`src/rtl/pipe_ctrl.sv`:
```
// pipe_ctrl: PC/IF/ID sequencing -- redirect and stall merge,
// squash window, JTAG halt handshake and bus-stall watchdog.
module pipe_ctrl #(
  parameter int unsigned FLUSH_CYCLES = 2,
  parameter int unsigned BUS_TIMEOUT  = 1024,
  parameter int unsigned ADDR_W       = 32
) (
  input  logic              clk_i,
  input  logic              rst_ni,
  input  logic              jump_req_i,
  input  logic [ADDR_W-1:0] jump_addr_i,
  input  logic              int_assert_i,
  input  logic [ADDR_W-1:0] int_addr_i,
  input  logic              ex_hold_i,
  input  logic              clint_hold_i,
  input  logic              bus_hold_i,
  input  logic              jtag_halt_req_i,
  input  logic              jtag_reset_i,
  output logic              jump_flag_o,
  output logic [ADDR_W-1:0] jump_addr_o,
  output logic [2:0]        hold_flag_o,
  output logic              jtag_reset_flag_o,
  output logic              jtag_halt_ack_o,
  output logic              flush_busy_o,
  output logic              bus_timeout_o
);

  localparam logic [2:0] HoldNone = 3'd0;
  localparam logic [2:0] HoldPc   = 3'd1;
  localparam logic [2:0] HoldId   = 3'd3;

  localparam logic [3:0]  FlushLoad = 4'(FLUSH_CYCLES - 1);
  localparam logic [15:0] BusMax    = 16'(BUS_TIMEOUT);
  localparam logic [15:0] BusLast   = 16'(BUS_TIMEOUT - 1);

  typedef enum logic [1:0] {
    Run,
    HaltPend,
    Halted
  } state_e;

  state_e      state_q, state_d;
  logic [3:0]  flush_cnt_q, flush_cnt_d;
  logic [15:0] bus_cnt_q, bus_cnt_d;
  logic        jrst_q;
  logic        ack_q, ack_d;
  logic        tmo_q, tmo_d;

  logic jump_flag;
  logic flush_busy;
  logic drained;

  always_comb begin
    jump_flag   = 1'b0;
    jump_addr_o = '0;
    flush_busy  = 1'b0;
    drained     = 1'b0;
    hold_flag_o = HoldNone;

    jump_flag = rst_ni & (int_assert_i | jump_req_i)
              & (state_q != Halted);
    if (jump_flag) begin
      jump_addr_o = int_assert_i ? int_addr_i : jump_addr_i;
    end

    flush_busy = rst_ni & (jump_flag | (flush_cnt_q != 4'd0));
    drained    = ~ex_hold_i & ~clint_hold_i & ~flush_busy;

    if (rst_ni) begin
      if (flush_busy | ex_hold_i | clint_hold_i
          | (state_q == Halted)
          | ((state_q == HaltPend) & drained)) begin
        hold_flag_o = HoldId;
      end else if (bus_hold_i) begin
        hold_flag_o = HoldPc;
      end
    end
  end

  assign jump_flag_o  = jump_flag;
  assign flush_busy_o = flush_busy;

  always_comb begin
    state_d     = state_q;
    flush_cnt_d = flush_cnt_q;

    if (jrst_q) begin
      flush_cnt_d = 4'd0;
    end else if (jump_flag) begin
      flush_cnt_d = FlushLoad;
    end else if (flush_cnt_q != 4'd0) begin
      flush_cnt_d = flush_cnt_q - 4'd1;
    end

    unique case (state_q)
      Run: begin
        if (jtag_halt_req_i) state_d = HaltPend;
      end
      HaltPend: begin
        if (!jtag_halt_req_i) state_d = Run;
        else if (drained)     state_d = Halted;
      end
      Halted: begin
        if (!jtag_halt_req_i) state_d = Run;
      end
      default: state_d = Run;
    endcase
    // debug reset overrides the handshake
    if (jrst_q) state_d = Run;

    ack_d = (state_d == Halted);
  end

  always_comb begin
    bus_cnt_d = 16'd0;
    if (bus_hold_i) begin
      bus_cnt_d = (bus_cnt_q == BusMax) ? bus_cnt_q
                                        : bus_cnt_q + 16'd1;
    end
    tmo_d = tmo_q | (bus_hold_i & (bus_cnt_q == BusLast));
    if (jrst_q) tmo_d = 1'b0;
  end

  always_ff @(posedge clk_i) begin
    if (!rst_ni) begin
      state_q     <= Run;
      flush_cnt_q <= 4'd0;
      bus_cnt_q   <= 16'd0;
      jrst_q      <= 1'b0;
      ack_q       <= 1'b0;
      tmo_q       <= 1'b0;
    end else begin
      state_q     <= state_d;
      flush_cnt_q <= flush_cnt_d;
      bus_cnt_q   <= bus_cnt_d;
      jrst_q      <= jtag_reset_i;
      ack_q       <= ack_d;
      tmo_q       <= tmo_d;
    end
  end

  assign jtag_reset_flag_o = jrst_q;
  assign jtag_halt_ack_o   = ack_q;
  assign bus_timeout_o     = tmo_q;

endmodule

```
`config.mk`:
```
export PLATFORM = sky130hd
export DESIGN_NAME = pipe_ctrl
export DESIGN_NICKNAME = d
export VERILOG_FILES = /design/src/rtl/pipe_ctrl.sv
export SDC_FILE = /design/constraint.sdc
export NUM_CORES = 1
export LEC_CHECK = 0
export CAP_MARGIN = 10
export CORE_MARGIN = 5
export CORE_UTILIZATION = 34
export CTS_BUF_LIST = sky130_fd_sc_hd__clkbuf_8
export DETAILED_ROUTE_END_ITERATION = 8
export GPL_TIMING_DRIVEN = 0
export PLACE_DENSITY_LB_ADDON = 0.15
export SKIP_LAST_GASP = 1
export SLEW_MARGIN = 10
export SYNTH_ARGS = -nofsm -noshare
export SYNTH_HDL_FRONTEND = slang
export SYNTH_SLANG_ARGS = --single-unit
```
`constraint.sdc`:
```
create_clock -name clk_i -period 1.7 [get_ports clk_i]
set_input_delay 0.255 -clock clk_i [delete_from_list [all_inputs] [get_ports clk_i]]
set_output_delay 0.255 -clock clk_i [all_outputs]
set_load 0.01 [all_outputs]
```
==> flow_summary.yaml <==
clock_tree:
  clock-sinks: 25
  clk_path_buf_depth: 2
  cts_root_buf: "clkbuf_8"
  cts_tree: "built"
  path_clk_slew_ps: 90
  htreeDepth: 1
  cts_buffers: 3
  insertion_delay_ps: 270
timing:
  layout_min_cycle_time_ps: 2160
  hold_viol: 0
  tightest_slew_ps: 722
  final-max-slew-violation-count: 0
  setup_violations: 36
  max_freq_mhz: 464
  skew_ps: 3.07
  fin_crit_sh_pct: 127
  timing.final.ws_setup_ps: -456
  rsz0062_at_grt: "yes"
  slew_headroom_pct: 51.9
die:
  num_rows: 26
  die-area_mm2: 0.00673
  die_y_um: 82.0
  core_area_mm2: 0.00507
  start_util_pct: 34.8
  ios: 113
  die-width_um: 82.0
logic_synthesis:
  synth-main-ff-cell: "dfxtp_1"
  ys_ff_latch: 25
  synth_edf_count: 0
  synth_cell_types: 38
  syn_area_mm2: 0.00176
  yosys_warnings: 0
  ys_seq_area_share_pct: 28.4
  avgSynthCellArea_um2: 7.98
  synthesis.nets: 298
  syn_inst: 221
  async_flop_share_pct: 0
power_and_ir_drop:
  ir_worst_vdd_mv: 0.428
  p_per_area_mw_per_mm2: 542
  total_power_mw: 1.58
  power.leakage_nw: 1.22
global_route:
  antenna_found_initial: 0
  grt_max_degree: 14
  track_usage_pct: 17.6
  gr-total-overflow: 0
  grt_pass1_wl_um: 9400
  grt_pass1_vias: 1899
critical_path:
  path_class: "reg2out"
  crit_path_start_kind: "register"
  endpoint_kind: "output pin"
  crit_required_ps: 1440
  cp_max_fo: 3
  worstPathArrival_ps: 1900
  r2r_setup_slack_ps: 250
cells_and_area:
  nNetsFinal: 418
  diodes: 0
  num-fill-cells: 497
  drive_gt1_share_pct: 18.5
  syn2layout_area_growth_pct: 65.5
placed_design:
  port_buffers: 110
  dpl.hpwl_um: 4990
  gp_congestion: 0.788
  preCtsSetupSlack_ps: -899
detailed_routing:
  drtAntennaViolNets: 0
  drc: 0
  via_count: 1985
  finalWirelength_um: 6220
  post_drt_wl_per_cell_um: 15.2
  drtIter0Drc: 34
  via_per_inst: 4.84
  dr.pass1.iters: 4
status:
  outcome: "finished, violations left"
  violations: "negative setup slack"
worst_hold_path:
  hold_class: "in2reg"
run:
  drv_cap: 0
-- worst paths after layout --
path,startpoint,to,cells after the start
setup / recovery,flush_cnt_q[1],hold_flag_o[0],6
hold / removal,rst_ni,jtag_reset_flag_o,2
setup reg to reg,bus_cnt_q[0],bus_cnt_q[8],4
hold reg to reg,bus_timeout_o,bus_timeout_o,2
-- routing by layer --
layer,track usage [%],vias to the layer above,part of all wire [%]
li1,-,1017,-
met5,0,-,0
met4,5.65,0,1.8
met3,3.51,8,8.0
met2,29.4,67,48
met1,22.6,893,42
-- cells by family (layout without fill, tap and decap cells) --
| family | count (synthesis) | after routing | share of synthesized area, % |
|---|---|---|---|
| simple gates | 103 | 103 | 29.0 |
| mux | 40 | 40 | 22.7 |
| flops | 25 | 25 | 28.4 |
| compound gates | 23 | 23 | 8.30 |
| buf+inv | 20 | 139 | 6.10 |
| xor+xnor | 5 | 5 | 2.48 |
| fa+ha+maj | 4 | 4 | 2.84 |
| other cells | 1 | 1 | 0.213 |
-- final cells by class --
class                      count  area [µm²]  area share [%]
tap                           70        87.6            3.00
inverter                       9        36.3            1.24
clock buffer                   3        41.3            1.41
buffer                        11        77.6            2.66
multi-input combinational    176        1190            40.8
sequential                    25         503            17.2
clock inverter                 1        3.75           0.129
timing repair buffer         115         978            33.5
-- per-stage QoR --
step                      instances  hold slack (ps)  util [%]  setup TNS [ps]  area, µm²
final                           410              306      57.5           -7590       2920
after global routing            410              313      57.5          -10620       2920
after CTS                       410              476      57.6           -7590       2920
after detailed placement        401              450      58.5          -33470       2970
after global placement          401              471      58.5          -33020       2970
after floorplan                 221              377         -           -71.3       1780
-- repair_timing --
| action | in CTS | in global routing |
|---|---|---|
| pin swaps | 3 | 1 |
| endpoints found under the hold margin | 0 | 0 |
| gates resized for setup | 151 | 5 |
| setup buffers | 3 | 0 |
| gates cloned | 2 | 0 |
| setup endpoints to repair | 37 | 38 |
| hold buffers | 0 | 0 |
-- worst max-delay path, cell delays in order, from the launching register on --
cell     delay [ps]
dfxtp_2         330
inv_2            70
ha_4            130
or3b_4          390
or3_4           340
o31a_1          230
buf_2           140
-- placed cells by master (no fill, tap or decap), drive strengths merged, types with 2 or more instances in the layout --
| master | instances |
|---|---|
| nor3 | 2 |
| nand4 | 4 |
| buf | 46 |
| or4 | 3 |
| and2 | 2 |
| clkdlybuf4s50 | 72 |
| a21oi | 6 |
| o31ai | 4 |
| nor4 | 8 |
| nand2b | 7 |
| xnor2 | 3 |
| xor2 | 2 |
| o21ai | 7 |
| nand3 | 6 |
| nand2 | 18 |
| ha | 4 |
| clkdlybuf4s15 | 2 |
| inv | 10 |
| nor2 | 39 |
| dlygate4sd2 | 2 |
| or3 | 5 |
| mux2i | 40 |
| clkbuf | 7 |
| dfxtp | 25 |
| nor4b | 2 |
| nor2b | 2 |
-- where the power goes --
group	switching (mW)	total [mW]	leakage (nW)	internal, mW
clock network	0.187	0.349	0.0269	0.162
logic	0.253	0.609	0.986	0.357
registers	0.0176	0.624	0.203	0.606
-- sequential cells by signal, summed over array words and instances, names as in the netlist --
register	flops
bus_timeout_o	1
jtag_reset_flag_o	1
flush_cnt_q	4
bus_cnt_q	16
jtag_halt_ack_o	1
state_q	2
-- synthesized netlist by cell type (4+ instances only) --
library cell / n / area (µm²)
mux2i_1: 40 / 400
ha_1: 4 / 50.1
nand2_1: 18 / 67.6
or3_1: 5 / 31.3
inv_1: 9 / 33.8
nand4_1: 4 / 25.0
o21ai_0: 7 / 35.0
nand3_1: 6 / 30.0
a21oi_1: 6 / 30.0
o31ai_1: 4 / 30.0
nor2_1: 39 / 146
nand2b_1: 7 / 43.8
nor4_1: 8 / 50.1
dfxtp_1: 25 / 500
(Power assumes the default switching activity.)
